$ cat config.mk
export PLATFORM = sky130hd
export DESIGN_NAME = program_sequencer_flat
export DESIGN_NICKNAME = d
export VERILOG_FILES = /design/src/rtl/program_sequencer_if.sv /design/src/rtl/program_sequencer.sv /design/src/flat_wrapper.sv
export SDC_FILE = /design/constraint.sdc
export NUM_CORES = 1
export LEC_CHECK = 0
export CAP_MARGIN = 20
export CELL_PAD_IN_SITES_DETAIL_PLACEMENT = 2
export CELL_PAD_IN_SITES_GLOBAL_PLACEMENT = 2
export CORE_ASPECT_RATIO = 1.1
export CORE_MARGIN = 2
export CORE_UTILIZATION = 32
export CTS_CLUSTER_DIAMETER = 120
export DETAILED_ROUTE_END_ITERATION = 10
export DONT_BUFFER_PORTS = 1
export GPL_TIMING_DRIVEN = 1
export PLACE_DENSITY = 0.79
export SLEW_MARGIN = 10
export SYNTH_ARGS = -nofsm -noshare
export SYNTH_HDL_FRONTEND = slang
export SYNTH_SLANG_ARGS = --single-unit
$ cat constraint.sdc
create_clock -name clk -period 2.54 [get_ports clk]
set_clock_uncertainty 0.15 [all_clocks]
set_input_delay 0.508 -clock clk [delete_from_list [all_inputs] [get_ports clk]]
set_output_delay 0.508 -clock clk [all_outputs]
set_load 0.01 [all_outputs]
$ cat src/rtl/program_sequencer_if.sv
// Command/status bundle between the control unit (master) and the program sequencer (slave).
// Widths follow ADDR_W and STACK_DEPTH so both ends agree on pc and stack_count sizes.
interface program_sequencer_if #(
   parameter int ADDR_W      = 8,
   parameter int STACK_DEPTH = 4
);
   localparam int CNT_W = $clog2(STACK_DEPTH + 1);

   logic              enable_increment;
   logic              jump;
   logic              branch;
   logic              call;
   logic              ret;
   logic              clear_err;
   logic [ADDR_W-1:0] target;
   logic [ADDR_W-1:0] offset;
   logic [ADDR_W-1:0] pc;
   logic [CNT_W-1:0]  stack_count;
   logic              stack_full;
   logic              stack_empty;
   logic              overflow;
   logic              underflow;

   modport master (
      output enable_increment, jump, branch, call, ret, clear_err, target, offset,
      input  pc, stack_count, stack_full, stack_empty, overflow, underflow
   );

   modport slave (
      input  enable_increment, jump, branch, call, ret, clear_err, target, offset,
      output pc, stack_count, stack_full, stack_empty, overflow, underflow
   );
endinterface

$ cat src/rtl/program_sequencer.sv
// Program counter with increment, jump, relative branch and call/return on falling clk edges.
// Return-address stack and its flags exist only when PC_RETURN_STACK_EN is defined.
module program_sequencer #(
   parameter int                 ADDR_W      = 8,
   parameter logic [ADDR_W-1:0]  RESET_ADDR  = '0,
   parameter int                 STACK_DEPTH = 4
) (
   input logic                clk,
   input logic                reset,
   program_sequencer_if.slave bus
);
   localparam int CNT_W = $clog2(STACK_DEPTH + 1);
   localparam int IDX_W = (STACK_DEPTH > 1) ? $clog2(STACK_DEPTH) : 1;

   typedef enum logic [2:0] {
      CMD_HOLD,
      CMD_INC,
      CMD_BRANCH,
      CMD_JUMP,
      CMD_CALL,
      CMD_RET
   } cmd_e;

   function automatic logic [ADDR_W-1:0] wrap_add(input logic [ADDR_W-1:0]        base,
                                                  input logic signed [ADDR_W-1:0] disp);
      return base + ADDR_W'($unsigned(disp));
   endfunction

   cmd_e                     cmd;
   logic [ADDR_W-1:0]        pc_r;
   logic [ADDR_W-1:0]        pc_nxt;
   logic [ADDR_W-1:0]        pc_inc;
   logic signed [ADDR_W-1:0] offset_s;

   assign offset_s = signed'(bus.offset);
   assign pc_inc   = wrap_add(pc_r, ADDR_W'(1));

   // Highest-priority asserted command wins; the rest are dropped this cycle.
   always_comb begin
      cmd = CMD_HOLD;
      if (bus.ret)                   cmd = CMD_RET;
      else if (bus.call)             cmd = CMD_CALL;
      else if (bus.jump)             cmd = CMD_JUMP;
      else if (bus.branch)           cmd = CMD_BRANCH;
      else if (bus.enable_increment) cmd = CMD_INC;
   end

`ifdef PC_RETURN_STACK_EN
   logic [ADDR_W-1:0] stack_mem [STACK_DEPTH];
   logic [CNT_W-1:0]  count_r;
   logic [CNT_W-1:0]  count_nxt;
   logic [IDX_W-1:0]  push_idx;
   logic [IDX_W-1:0]  top_idx;
   logic              full;
   logic              empty;
   logic              push;
   logic              ovf_set;
   logic              unf_set;
   logic              ovf_r;
   logic              unf_r;

   assign full     = (count_r == CNT_W'(STACK_DEPTH));
   assign empty    = (count_r == '0);
   assign push_idx = IDX_W'(count_r);
   assign top_idx  = IDX_W'(count_r - CNT_W'(1));

   always_comb begin
      pc_nxt    = pc_r;
      count_nxt = count_r;
      push      = 1'b0;
      ovf_set   = 1'b0;
      unf_set   = 1'b0;
      case (cmd)
         CMD_INC:    pc_nxt = pc_inc;
         CMD_BRANCH: pc_nxt = wrap_add(pc_r, offset_s);
         CMD_JUMP:   pc_nxt = bus.target;
         CMD_CALL: begin
            pc_nxt = bus.target;
            if (full) begin
               ovf_set = 1'b1;
            end else begin
               push      = 1'b1;
               count_nxt = count_r + CNT_W'(1);
            end
         end
         CMD_RET: begin
            if (empty) begin
               unf_set = 1'b1;
            end else begin
               pc_nxt    = stack_mem[top_idx];
               count_nxt = count_r - CNT_W'(1);
            end
         end
         default: pc_nxt = pc_r;
      endcase
   end

   // Stack storage carries no reset: entries at or above count are never read.
   always_ff @(negedge clk) begin
      if (push) stack_mem[push_idx] <= pc_inc;
   end

   always_ff @(negedge clk or posedge reset) begin
      if (reset) begin
         count_r <= '0;
         ovf_r   <= 1'b0;
         unf_r   <= 1'b0;
      end else begin
         count_r <= count_nxt;
         // A new error in the same cycle as clear_err keeps the flag set.
         if (ovf_set)            ovf_r <= 1'b1;
         else if (bus.clear_err) ovf_r <= 1'b0;
         if (unf_set)            unf_r <= 1'b1;
         else if (bus.clear_err) unf_r <= 1'b0;
      end
   end

   assign bus.stack_count = count_r;
   assign bus.stack_full  = full;
   assign bus.stack_empty = empty;
   assign bus.overflow    = ovf_r;
   assign bus.underflow   = unf_r;

   a_count_bound: assert property (@(negedge clk) disable iff (reset)
      count_r <= CNT_W'(STACK_DEPTH));
   a_full_empty_excl: assert property (@(negedge clk) disable iff (reset)
      !(full && empty));
`else
   logic unused_clear_err;

   assign unused_clear_err = bus.clear_err;

   // Without a stack, call degenerates to jump and ret leaves pc untouched.
   always_comb begin
      pc_nxt = pc_r;
      case (cmd)
         CMD_INC:    pc_nxt = pc_inc;
         CMD_BRANCH: pc_nxt = wrap_add(pc_r, offset_s);
         CMD_JUMP:   pc_nxt = bus.target;
         CMD_CALL:   pc_nxt = bus.target;
         CMD_RET:    pc_nxt = pc_r;
         default:    pc_nxt = pc_r;
      endcase
   end

   assign bus.stack_count = '0;
   assign bus.stack_full  = 1'b0;
   assign bus.stack_empty = 1'b1;
   assign bus.overflow    = 1'b0;
   assign bus.underflow   = 1'b0;
`endif

   always_ff @(negedge clk or posedge reset) begin
      if (reset) pc_r <= RESET_ADDR;
      else       pc_r <= pc_nxt;
   end

   assign bus.pc = pc_r;
endmodule

$ cat src/flat_wrapper.sv
// flat-port wrapper written by rule: the top's interface ports become plain ports
module program_sequencer_flat 
#(
   parameter int                 ADDR_W      = 8,
   parameter logic [ADDR_W-1:0]  RESET_ADDR  = '0,
   parameter int                 STACK_DEPTH = 4
)
  (clk, reset, bus_enable_increment, bus_jump, bus_branch, bus_call, bus_ret, bus_clear_err, bus_target, bus_offset, bus_pc, bus_stack_count, bus_stack_full, bus_stack_empty, bus_overflow, bus_underflow);
  program_sequencer_if #(.ADDR_W(ADDR_W), .STACK_DEPTH(STACK_DEPTH)) bus_i ();
  input logic clk;
  input logic reset;
  input wire logic [$bits(bus_i.enable_increment)-1:0] bus_enable_increment;
  input wire logic [$bits(bus_i.jump)-1:0] bus_jump;
  input wire logic [$bits(bus_i.branch)-1:0] bus_branch;
  input wire logic [$bits(bus_i.call)-1:0] bus_call;
  input wire logic [$bits(bus_i.ret)-1:0] bus_ret;
  input wire logic [$bits(bus_i.clear_err)-1:0] bus_clear_err;
  input wire logic [$bits(bus_i.target)-1:0] bus_target;
  input wire logic [$bits(bus_i.offset)-1:0] bus_offset;
  output wire logic [$bits(bus_i.pc)-1:0] bus_pc;
  output wire logic [$bits(bus_i.stack_count)-1:0] bus_stack_count;
  output wire logic [$bits(bus_i.stack_full)-1:0] bus_stack_full;
  output wire logic [$bits(bus_i.stack_empty)-1:0] bus_stack_empty;
  output wire logic [$bits(bus_i.overflow)-1:0] bus_overflow;
  output wire logic [$bits(bus_i.underflow)-1:0] bus_underflow;
  assign bus_i.enable_increment = bus_enable_increment;
  assign bus_i.jump = bus_jump;
  assign bus_i.branch = bus_branch;
  assign bus_i.call = bus_call;
  assign bus_i.ret = bus_ret;
  assign bus_i.clear_err = bus_clear_err;
  assign bus_i.target = bus_target;
  assign bus_i.offset = bus_offset;
  assign bus_pc = bus_i.pc;
  assign bus_stack_count = bus_i.stack_count;
  assign bus_stack_full = bus_i.stack_full;
  assign bus_stack_empty = bus_i.stack_empty;
  assign bus_overflow = bus_i.overflow;
  assign bus_underflow = bus_i.underflow;
  program_sequencer #(.ADDR_W(ADDR_W), .RESET_ADDR(RESET_ADDR), .STACK_DEPTH(STACK_DEPTH)) u_core (.clk(clk), .reset(reset), .bus(bus_i));
endmodule
Word-level counts from Yosys, hierarchy flattened. Cells that the tools add are included.

$add $sub $neg: 2. Multipliers: 0. Div/mod/pow operators: 0. Order comparisons: 0. Equal/unequal tests: 4. Shifts and indexed selects: 0. Muxes and demuxes: 6. Bitwise operators: 0. Reductions and logical operators: 2.

Operators with widths (count): $pmux W8 S3 (1); $mux W3 (4); $add A8 B1 Y8 const B (1); $add A8 B8 Y8 (1); $eq A3 B2 Y1 const B (2); $eq A3 B1 Y1 const B (1); $eq A3 B3 Y1 const B (1); $reduce_bool A3 Y1 (1); $reduce_or A2 Y1 (1); $mux W1 (1).

Flip-flop bits (word level): 8. Bits in latches: 0. Bits in writable memories: 0. Memory bits (read-only): 0. Input port bits: 24. Output and inout bits: 15. Word-level logic and storage cells: 15. Memories kept: 0.

Longest topological paths before layout.
Depth after elaboration: 8. Gate-level depth with buffers: 10. Mapped depth without buffers: 10.

==> impl_summary.md <==
Die
The number of top-level pins is 39. The die area is 0.00293 sq mm. The die width is 51.8 um.

Once the floorplan was initialized, standard cells occupied 32.9% of the core. The die is 56.6 um tall. The area of the core is between 0.002 and 0.0025 sq mm. The floorplan has 19 rows.

Placed design
The HPWL reported at the end of detailed placement is between 2 and 2.5 mm. The count of buffers added on input and output ports is 0. The routability congestion estimate from global placement is 0.802. Including well taps, the total number of placed cells is 144. The post-detailed-placement cell area is around 960 sq um.

Pwr
For this design the ratio of total power to cell area is 530 mW/mm^2. In this run switching power makes up 41.1% of total power. Of the total power, registers draw 34.5%. For this design the total switching power over the nets is roughly 240 uW.

The internal power of the cells totals ~340 uW. The share of total power in combinational logic is between 40% and 50%. The analysis attributes to cell leakage a power of 0.000491 uW. The clock network accounts for 19.4% of the total power. Overall power consumption after layout is estimated at 581 uW. VDD sags by at most 0.303 mV.

Final layout
Compared with the post-synthesis result, the final layout area differs by 36.1%. For this run, the post-layout net count is 153. After routing the design area is 0.00109 sq mm. The fraction of final layout cells with drive strength greater than 1 is 40.3%. The layout has about 280 filler cells. The combined flip-flop and latch cell area is 200 sq um. The most frequent standard cell in the layout excluding fill and tap cells is sky130_fd_sc_hd__buf_4. The final antenna diode count is 0. The library cells used most frequently in the layout, excluding fill and tap cells, are sky130_fd_sc_hd__buf_4, sky130_fd_sc_hd__dfrtn_1.

The area of the multi-input gates is 657 sq um. The register with the most flip-flops in the layout has 8 of them. Excluding fillers, the count of instances in the completed layout stands at 150.

Synth
The complex-gate fraction of the synthesized area is 24.6%. The combined area of all synthesized cells is 805 sq um. Counting every instance in the synthesized netlist gives 99. Counting flops with an async set or reset pin after synthesis yields a share of 100%. The number of warnings issued by yosys is 0.

The synthesized netlist contains 36 unique library cells. The xor/xnor cell area share of the yosys netlist is 1.09%. Counting flops and latches in the post-synthesis netlist gives 8. The adder and majority gate portion of the synthesized area is 13.4%. The proportion of synthesized area in mux cells is 0%. The number of enable-type register cells in the synthesized netlist is 0. The area fraction in and, or, nand and nor cells after synthesis is 25.7%.

By area, the combinational part of the netlist is dominated by simple AND/OR/NAND/NOR gates. The part of the Yosys area used for sequential elements is 24.9%. A synthesized cell averages 8.13 sq um. The most common flop cell mapped by yosys is sky130_fd_sc_hd__dfrtn_1.

GRT
The maximum number of pins on one net before global-route repair is 13. The total routing resource utilization after global routing is 23.8%. The total overflow left after global routing is 0. The number of antenna violations at the first check in global routing is 0. The global-route wire length before repair is 5.04 mm. The number of global-route vias before repair is around 960.

Critical path
The critical path startpoint is bus_call. For the worst flop-to-flop path, the logic depth is 8. The worst register-to-register path begins at u_core.bus.pc[0].

Along the worst path, the maximum fanout reaches 2. The worst stage delay on the critical path is 300 ps. The worst register-to-register path has a setup slack of 380 ps.

The startpoint type of the worst setup path is an input port. Traced cell by cell, the critical path runs through nor4b_4 > or2b_1 > ha_2 > inv_2 > fa_2 > nor2b_2 > o31a_1 > o21a_1 > o2111a_1 > nor3_2. The cell family contributing the most delay on the critical path is simple AND/OR/NAND/NOR gates.

The sort of element at the end of the critical path is a register. The worst endpoint data arrival time is 2470 ps. Together, buffers and inverters on the worst path number 1. The classification of the worst setup path is input port to register.

At the worst endpoint, the required time is 1410 ps. The reg-to-reg endpoint is u_core.bus.pc[6]. The slowest stage of the critical path is the sky130_fd_sc_hd__nor4b_4 cell.

Clock network
The number of buffers created by CTS is 3. The tree built by TritonCTS fans out to 8 sinks. Clock tree synthesis selected as its root buffer the cell sky130_fd_sc_hd__clkbuf_4. Clock-pin slew was measured on the worst setup and hold paths at roughly 50 ps. The number of hold buffers added after cts is 0. For the worst-skew pair, the clock arrives at the later sink with an insertion delay of 280 ps. The clock passes through at most 2 buffers. The TritonCTS clock tree is done.

The H-tree depth is 1.

Outcome
The run finished, with violations left. The final reports fail on setup timing.

Drt
After detailed routing, the number of remaining DRC violations is 0. The count of vias placed by the detailed router is 804. The number of detailed-routing iterations run before antenna repair is 4.

In the final routed layout, each cell accounts on average for 20.9 um. Once detail routing completed, the nets flagged for antenna violations numbered 0. Using the TritonRoute via totals, the vias-per-cell ratio works out to 5.36. The number of DRC violations after detailed-routing iteration 0 is 8. Wires add up to 3.14 mm.

Timing
The worst-case headroom to the max-slew limit is between 60% and 70%. The summed negative setup slack over all endpoints is -7660 ps. The worst-margin pin slew is 538 ps. Setup violations remaining at the end of the flow were counted as 16. The number of hold violations in the final report was 0.

The max-slew violation count came to 0. The minimum setup slack in the final design is -1060 ps. Setup repair after global routing could not meet its margin everywhere. The final-layout worst hold slack is 475 ps.

Hold path
The hold path startpoint is u_core.bus.pc[3]. The worst hold-check path type is register to register. The worst hold path was traced through 2 stages.

The capture endpoint of the worst hold path is u_core.bus.pc[3].

Job
Across the run, the number of max-cap violations was 0.
-- per-stage QoR --
| stage | worst slack, ps | utilization [%] |
|---|---|---|
| 2_1_floorplan | -1250 | - |
| 3_3_place_gp | -1270 | 39.3 |
| 3_5_place_dp | -1330 | 39.3 |
| 4_1_cts | -1060 | 43.8 |
| 5_1_grt | -1180 | 44.7 |
| 6_report | -1060 | 44.7 |
-- cell families after synthesis --
kind of cell	after synthesis
xor+xnor	1
buf+inv	13
simple gates	37
flops	8
compound gates	30
fa+ha+maj	8
other cells	2
-- worst register-to-register path: stages, from the launching register on --
cell	delay (ps)
sky130_fd_sc_hd__dfrtn_1	490
sky130_fd_sc_hd__ha_2	230
sky130_fd_sc_hd__inv_2	40
sky130_fd_sc_hd__fa_2	340
sky130_fd_sc_hd__nor2b_2	140
sky130_fd_sc_hd__o31a_1	170
sky130_fd_sc_hd__o21a_1	170
sky130_fd_sc_hd__o2111a_1	210
sky130_fd_sc_hd__nor3_2	50
-- power groups by stage --
stage	sequential (uW)	combinational (uW)	clock [uW]
final	200	268	112
after global routing	204	299	118
after CTS	200	254	112
after detailed placement	200	228	0
after global placement	197	212	0
after floorplan	192	154	0
-- Yosys cell counts, types with 2 or more instances --
| library cell | count | area, sq um |
|---|---|---|
| sky130_fd_sc_hd__a21o_1 | 2 | 15.0 |
| sky130_fd_sc_hd__a21oi_1 | 10 | 50.1 |
| sky130_fd_sc_hd__a22oi_1 | 2 | 15.0 |
| sky130_fd_sc_hd__a31oi_1 | 2 | 12.5 |
| sky130_fd_sc_hd__and2_1 | 5 | 31.3 |
| sky130_fd_sc_hd__buf_4 | 7 | 52.6 |
| sky130_fd_sc_hd__conb_1 | 2 | 7.51 |
| sky130_fd_sc_hd__dfrtn_1 | 8 | 200 |
| sky130_fd_sc_hd__ha_1 | 7 | 87.6 |
| sky130_fd_sc_hd__inv_1 | 4 | 15.0 |
| sky130_fd_sc_hd__nand2_1 | 10 | 37.5 |
| sky130_fd_sc_hd__nand3_1 | 2 | 10.0 |
| sky130_fd_sc_hd__nor2_1 | 7 | 26.3 |
| sky130_fd_sc_hd__nor2b_1 | 3 | 18.8 |
| sky130_fd_sc_hd__nor3_1 | 2 | 10.0 |
| sky130_fd_sc_hd__o21a_1 | 3 | 22.5 |
| sky130_fd_sc_hd__o21ai_0 | 4 | 20.0 |
-- metal layers --
layer  track usage (%)  vias to the layer above  wire length [um]
met5                 0                        -                 0
met2              44.3                       25              1760
met3              5.32                        4               172
met4              7.52                        0                27
li1                  -                      378                 -
met1              25.9                      397              1180
-- worst max-delay path by stage --
stage	depth (start not counted)	slack, ps	endpoint
final	10	-1060	u_core.bus.pc[6]
after global routing	10	-1180	u_core.bus.pc[7]
after floorplan	10	-1250	u_core.bus.pc[6]
after CTS	10	-1060	u_core.bus.pc[6]
after detailed placement	10	-1330	u_core.bus.pc[6]
after global placement	10	-1270	u_core.bus.pc[6]
-- final cells by class --
type / count / area share [%]
Clock buffer: 3 / 2.06
Tap cell: 31 / 3.54
Inverter: 4 / 1.37
Sequential cell: 8 / 18.3
Multi-Input combinational cell: 83 / 60.0
Timing Repair Buffer: 21 / 14.7
-- repair_timing --
action / CTS / global route
endpoints found under the setup margin: 16 / 16
gates resized for setup: 15 / 4
buffers inserted: 4 / 0
pin swaps: 9 / 0
Power figures use the tool's default switching activity.
==> variant 1, RTL diff (same flow settings) <==
The option `PC_RETURN_STACK_EN` is turned on by a define.
--- a/src/rtl/program_sequencer.sv
+++ b/src/rtl/program_sequencer.sv
@@ -1,4 +1,6 @@
 // Program counter with increment, jump, relative branch and call/return on falling clk edges.
 // Return-address stack and its flags exist only when PC_RETURN_STACK_EN is defined.
+`define PC_RETURN_STACK_EN
+
 module program_sequencer #(
    parameter int                 ADDR_W      = 8,
Formal check against the unedited RTL: not equivalent (Yosys sat finds a counterexample within 4 cycles, from zero or initial values and one cycle with reset high).
==> variant 1 against the original RTL <==
  * The flow still finishes with violations (negative setup slack)
  * Worst hold slack got worse by 0.012 ns
  * Count of clock-buffer cells in the layout is 2 higher
  * Final area rose to 3.3 times the old value
  * Critical path depth shrank 6
  * Routed wire length grew to 3.2 times the old value
  * First-iteration DRC count increased to 12 times the old value
  * Power rose to 7.9 times the old value
  * Synthesized area increased to 3.3 times the old value
  * Worst setup slack improved by 0.51 ns
  * Sequential cell count grew 37
  * Cell count rose to 2.9 times the old value
  * Critical endpoint is now bus_stack_empty
  * Highest routed layer unchanged
==> variant 1: results (changes against the original RTL) <==
* Status: finished, violations left (unchanged)
* Failing checks: negative setup slack (unchanged)
* Post-route DRC at 0 (unchanged)
* Root Driver: clkbuf_8 (was clkbuf_4)
* Setup WS post-layout at -0.550 ns (was -1.06 ns)
* Total CTS buffers at 5 (was 3)
* Yosys warnings at 0 (unchanged)
* Slowest stage delay, CP at 0.43 ns (was 0.30 ns)
* IO buf count at 0 (unchanged)
* R2R Setup Slk at 0.22 ns (was 0.38 ns)
* Worst setup endpoint: bus_stack_empty (was u_core.bus.pc[6])
* First-pass GRT wire length at 14600 µm (was 5040 µm)
* GRT Overall Usage at 21.5% (was 23.8%)
* Vias in the first global route at 2609 (was 961)
* Routed len/inst at 23.6 µm (was 20.9 µm)
* Post-synth EDFFs at 32 (was 0)
* Initial antenna violation count at 0 (unchanged)
* Unique masters post-synth at 53 (was 36)
* Most frequent cells after synthesis: 32 x edfxtp_1, 18 x a21oi_1, 18 x nor2_1, 17 x nand2_1, 16 x inv_1 (was 10 x a21oi_1, 10 x nand2_1, 8 x dfrtn_1)
* Nets@finish at 357 (was 153)
* Worst path slowest cell: dfrtn_1 (was nor4b_4)
* Clock transition at path regs at 0.07 ns (was 0.05 ns)
* Register-to-Register Path Depth at 9 (was 8)
* Largest register FFs at 32 (was 8)
* Antenna cells at 0 (unchanged)
* HPWL after DPL at 6180 µm (was 2290 µm)
* Async SR Flop Fraction at 28.9% (was 100%)
* Crit path launch: u_core.bus.stack_count[1] (was bus_call)
* R2R Path End: u_core.bus.pc[1] (was u_core.bus.pc[6])
* Met2 global-route usage at 39.7% (was 44.3%)
* Peak supply drop at 0.421 mV (was 0.303 mV)
* Peak fanout along the critical path at 3 (was 2)
* Met1 Usage GRT at 24.9% (was 25.9%)
* First-iteration detailed-routing DRC count at 97 (was 8)
* Setup TNS Final at -7.39 ns (was -7.66 ns)
* Ranking of synthesized cells by area: edfxtp_1 37%, dfrtn_1 12%, ha_1 6.2%, a21oi_1 3.4%, mux4_2 3.4% (was dfrtn_1 25%, ha_1 11%, buf_4 6.5%, a21oi_1 6.2%, nand2_1 4.7%)
* Met3 Use GR at 3.98% (was 5.32%)
* Layout cells sized above 1 at 35.9% (was 40.3%)
* Final setup vio count at 23 (was 16)
* Setup Slack @ Placement at -0.772 ns (was -1.33 ns)
* CP arrival at 2.43 ns (was 2.47 ns)
* Syn_nets at between 200 and 300
* Maximum buffer depth of the clock tree at 2 (unchanged)
* Skew-Pair Late Insertion Delay at 0.42 ns (was 0.28 ns)
* Initial DRT Pass Iterations at 4 (unchanged)
* Static Leak at 0.00150 µW (was 0.000491 µW)
* Placer congestion estimate at 0.790 (was 0.802)
* Tightest Pin Transition at 0.469 ns (was 0.538 ns)
* Post-synthesis sequential area ratio at 49.0% (was 24.9%)
* R2r startpoint: u_core.bus.pc[0] (unchanged)
* Htree depth at 2 (was 1)
* Drt via density at 5.43 (was 5.36)
* Largest net degree at the start of global routing at 24 (was 13)
* Reg with most FFs: u_core.stack_mem
==> variant 1: cell type report <==
| cell class | count | area (µm²) |
|---|---|---|
| Fill cell | 825 | 4280 |
| Multi-Input combinational cell | 167 | 1470 |
| Sequential cell | 45 | 1290 |
| Timing Repair Buffer | 53 | 457 |
| Clock inverter | 35 | 154 |
| Tap cell | 108 | 135 |
| Clock buffer | 5 | 68.8 |
| Inverter | 15 | 63.8 |
==> variant 1: metal layers <==
| layer | share of wire [%] | up-vias |
|---|---|---|
| met3 | 2.8 | 9 |
| met4 | 1.2 | 0 |
| li1 | - | 1045 |
| met1 | 41 | 1217 |
| met2 | 55 | 53 |
| met5 | 0 | - |
==> variant 1: kinds of logic after synthesis <==
kind of cell	Yosys count	synth area share (%)
adders and majority gates	14	6.97
and+or+nand+nor	70	14.1
DFF	45	49.0
buffers and inverters	25	4.25
AOI/OAI and AO/OA	60	15.5
xor gates and xnor gates	12	4.01
muxes	11	6.15
==> variant 1: how the worst min path moves through the flow <==
stage,start,endpoint,slack (ns),cells after the start
2_1_floorplan,u_core.bus.underflow,u_core.bus.underflow,0.38,2
3_3_place_gp,u_core.bus.underflow,u_core.bus.underflow,0.42,2
3_5_place_dp,u_core.bus.underflow,u_core.bus.underflow,0.45,2
4_1_cts,u_core.bus.underflow,u_core.bus.underflow,0.45,2
5_1_grt,u_core.bus.overflow,u_core.bus.overflow,0.50,2
6_report,u_core.bus.overflow,u_core.bus.overflow,0.46,2
==> variant 1: critical path: cells and delay by family, from the launching register on <==
family	cells	cell delay (ns)
buf+inv	2	0.14
fa+ha+maj	1	0.19
simple gates	1	0.08
flops	1	0.43
==> variant 1: stage by stage <==
step / std cells / utilization [%] / area [µm²]
after floorplan: 237 / - / 2740
after global placement: 376 / 39.0 / 3090
after detailed placement: 376 / 39.0 / 3090
after CTS: 422 / 44.1 / 3490
after global routing: 428 / 45.9 / 3630
final: 428 / 45.9 / 3630
==> variant 1: what timing repair did <==
| item | 4_1_cts | 5_1_grt |
|---|---|---|
| resized for setup | 28 | 24 |
| buffers inserted | 7 | 7 |
| endpoints found under the hold margin | 0 | 0 |
| pin swaps | 15 | 17 |
| hold buffers | 0 | 0 |
| endpoints found under the setup margin | 23 | 23 |
==> variant 1: where the power goes <==
group	switching [µW]	total [µW]	internal [µW]
sequential	138	1220	1080
clock	486	763	276
combinational	1430	2620	1200
total	2050	4600	2550
==> variant 2, RTL diff (same settings) <==
Made on the original files. `ADDR_W` is set to 8 in 3 places; all go to 7.
--- a/src/rtl/program_sequencer_if.sv
+++ b/src/rtl/program_sequencer_if.sv
@@ -2,5 +2,5 @@
 // Widths follow ADDR_W and STACK_DEPTH so both ends agree on pc and stack_count sizes.
 interface program_sequencer_if #(
-   parameter int ADDR_W      = 8,
+   parameter int ADDR_W      = 7,
    parameter int STACK_DEPTH = 4
 );
--- a/src/rtl/program_sequencer.sv
+++ b/src/rtl/program_sequencer.sv
@@ -2,5 +2,5 @@
 // Return-address stack and its flags exist only when PC_RETURN_STACK_EN is defined.
 module program_sequencer #(
-   parameter int                 ADDR_W      = 8,
+   parameter int                 ADDR_W      = 7,
    parameter logic [ADDR_W-1:0]  RESET_ADDR  = '0,
    parameter int                 STACK_DEPTH = 4
--- a/src/flat_wrapper.sv
+++ b/src/flat_wrapper.sv
@@ -2,5 +2,5 @@
 module program_sequencer_flat 
 #(
-   parameter int                 ADDR_W      = 8,
+   parameter int                 ADDR_W      = 7,
    parameter logic [ADDR_W-1:0]  RESET_ADDR  = '0,
    parameter int                 STACK_DEPTH = 4
Ports: changed (resized bus_offset, bus_pc and bus_target); port bits go from 39 to 36. No check against the original RTL was run, so the function may have changed too.
==> variant 2 against the original RTL <==
  * The run still ends with negative setup slack left
  * Worst hold slack lost 0.054 ns
  * Synthesized area shrank 11%
  * Worst setup slack lost 0.059 ns
  * Final area shrank 16%
  * Power grew 18%
  * Cell count shrank 17%
  * Critical path type unchanged
  * Via count shrank 18%
  * Sequential cell count shrank 1
  * Synthesized cell count shrank 22%
  * Combinational power grew 44%
  * Largest power group unchanged
  * Routed wire length shrank 17%
  * Register-to-register slack gained 0.02 ns
==> variant 2: results (changes against the original RTL) <==
* Post-synthesis sequential area ratio at 24.3% (was 24.9%)
* Peak fanout along the critical path at 7 (was 2)
* Maximum buffer depth of the clock tree at 2 (unchanged)
* Setup WS post-layout at -1.12 ns (was -1.06 ns)
* Ranking of synthesized cells by area: dfrtn_1 24%, ha_1 10%, buf_4 7.3%, and2_2 5.2%, a21oi_1 4.9% (was dfrtn_1 25%, ha_1 11%, buf_4 6.5%, a21oi_1 6.2%, nand2_1 4.7%)
* Static Leak at 0.000404 µW (was 0.000491 µW)
* Hold depth at 1 (was 2)
* Unique masters post-synth at 32 (was 36)
* GRT Overall Usage at 22.3% (was 23.8%)
* Largest register FFs at 7 (was 8)
* Status: finished, violations left (unchanged)
* Peak supply drop at 0.418 mV (was 0.303 mV)
* Layout cells sized above 1 at 44.7% (was 40.3%)
* First-pass GRT wire length at 3940 µm (was 5040 µm)
* HPWL after DPL at 1860 µm (was 2290 µm)
* Vias in the first global route at 768 (was 961)
* Setup TNS Final at -7.01 ns (was -7.66 ns)
* R2R Setup Slk at 0.40 ns (was 0.38 ns)
* Crit path launch: bus_ret (was bus_call)
* Yosys warnings at 0 (unchanged)
* Final setup vio count at 14 (was 16)
* Most frequent cells after synthesis: 7 x a21oi_1, 7 x buf_4, 7 x dfrtn_1, 6 x ha_1 (was 10 x a21oi_1, 10 x nand2_1, 8 x dfrtn_1)
* Failing checks: negative setup slack (unchanged)
* Placer congestion estimate at 0.819 (was 0.802)
* R2r startpoint: u_core.bus.pc[0] (unchanged)
* Setup Slack @ Placement at -1.44 ns (was -1.33 ns)
* Initial antenna violation count at 1 (was 0)
* Hold Path Sink: u_core.bus.pc[2] (was u_core.bus.pc[3])
* Cells after DPL at 116 (was 144)
* Worst path slowest cell: fa_2 (was nor4b_4)
* Via count at 661 (was 804)
* Final WL at 2590 µm (was 3140 µm)
* Hold_sp: u_core.bus.pc[2] (was u_core.bus.pc[3])
* Non-Filler Instances at 125 (was 150)
## variant 2: metrics by stage
stage / total power, µW / cell area [µm²] / hold WS (ns)
2_1_floorplan: 395 / 762 / 0.388
3_3_place_gp: 470 / 825 / 0.408
3_5_place_dp: 496 / 825 / 0.423
4_1_cts: 634 / 881 / 0.423
5_1_grt: 738 / 923 / 0.440
6_report: 688 / 923 / 0.421
## variant 2: how the worst max path moves through the flow
stage	end	slack, ns	cells after the start
final	u_core.bus.pc[6]	-1.12	9
after global routing	u_core.bus.pc[6]	-1.26	9
after CTS	u_core.bus.pc[6]	-1.10	9
after detailed placement	u_core.bus.pc[6]	-1.44	9
after global placement	u_core.bus.pc[6]	-1.35	9
after floorplan	u_core.bus.pc[6]	-1.51	10
## variant 2: critical path: cells and delay by family
kind,cells,cell delay (ns)
AO/OA/AOI/OAI,4,0.62
XOR/XNOR,1,0.13
AND/OR/NAND/NOR,2,0.56
adder cells (fa/ha/maj),2,0.54
## variant 2: routing by layer
| layer | up-vias | global-route usage, % | wire length [µm] |
|---|---|---|---|
| li1 | 294 | - | - |
| met1 | 316 | 22.2 | 949 |
| met2 | 38 | 37.8 | 1300 |
| met3 | 13 | 6.67 | 211 |
| met4 | 0 | 21.9 | 129 |
| met5 | - | 0 | 0 |
## variant 2: logic make-up (layout without fill, tap and decap cells)
logic type      Yosys count  count (layout)  synth area share [%]
flops                     7               7                  24.3
buf+inv                  10              22                  10.1
mux                       3               3                  4.35
other cells               2               8                  1.04
simple gates             17              17                  16.2
compound gates           27              27                  25.9
xor+xnor                  4               4                  4.87
fa+ha+maj                 7               7                  13.2
## variant 2: final cells by class
type	instances	area (µm²)
clock buffers	4	26.3
inverters	1	3.75
diodes	1	2.50
repair buffers	17	131
fillers	254	1260
multi-input cells	65	547
well taps	30	37.5
flip-flops and latches	7	175
## variant 2: power breakdown
group | switching [µW] | internal (µW) | total, µW | leakage, µW
Sequential | 42.5 | 145 | 187 | 0.0000799
Combinational | 184 | 203 | 386 | 0.000309
Clock | 53.6 | 60.8 | 114 | 0.0000150
## variant 2: timing repair
action,in CTS,in global routing
buffers inserted,3,1
cloned,0,0
setup endpoints to repair,14,14
gates resized for setup,1,7
pin swaps,9,4
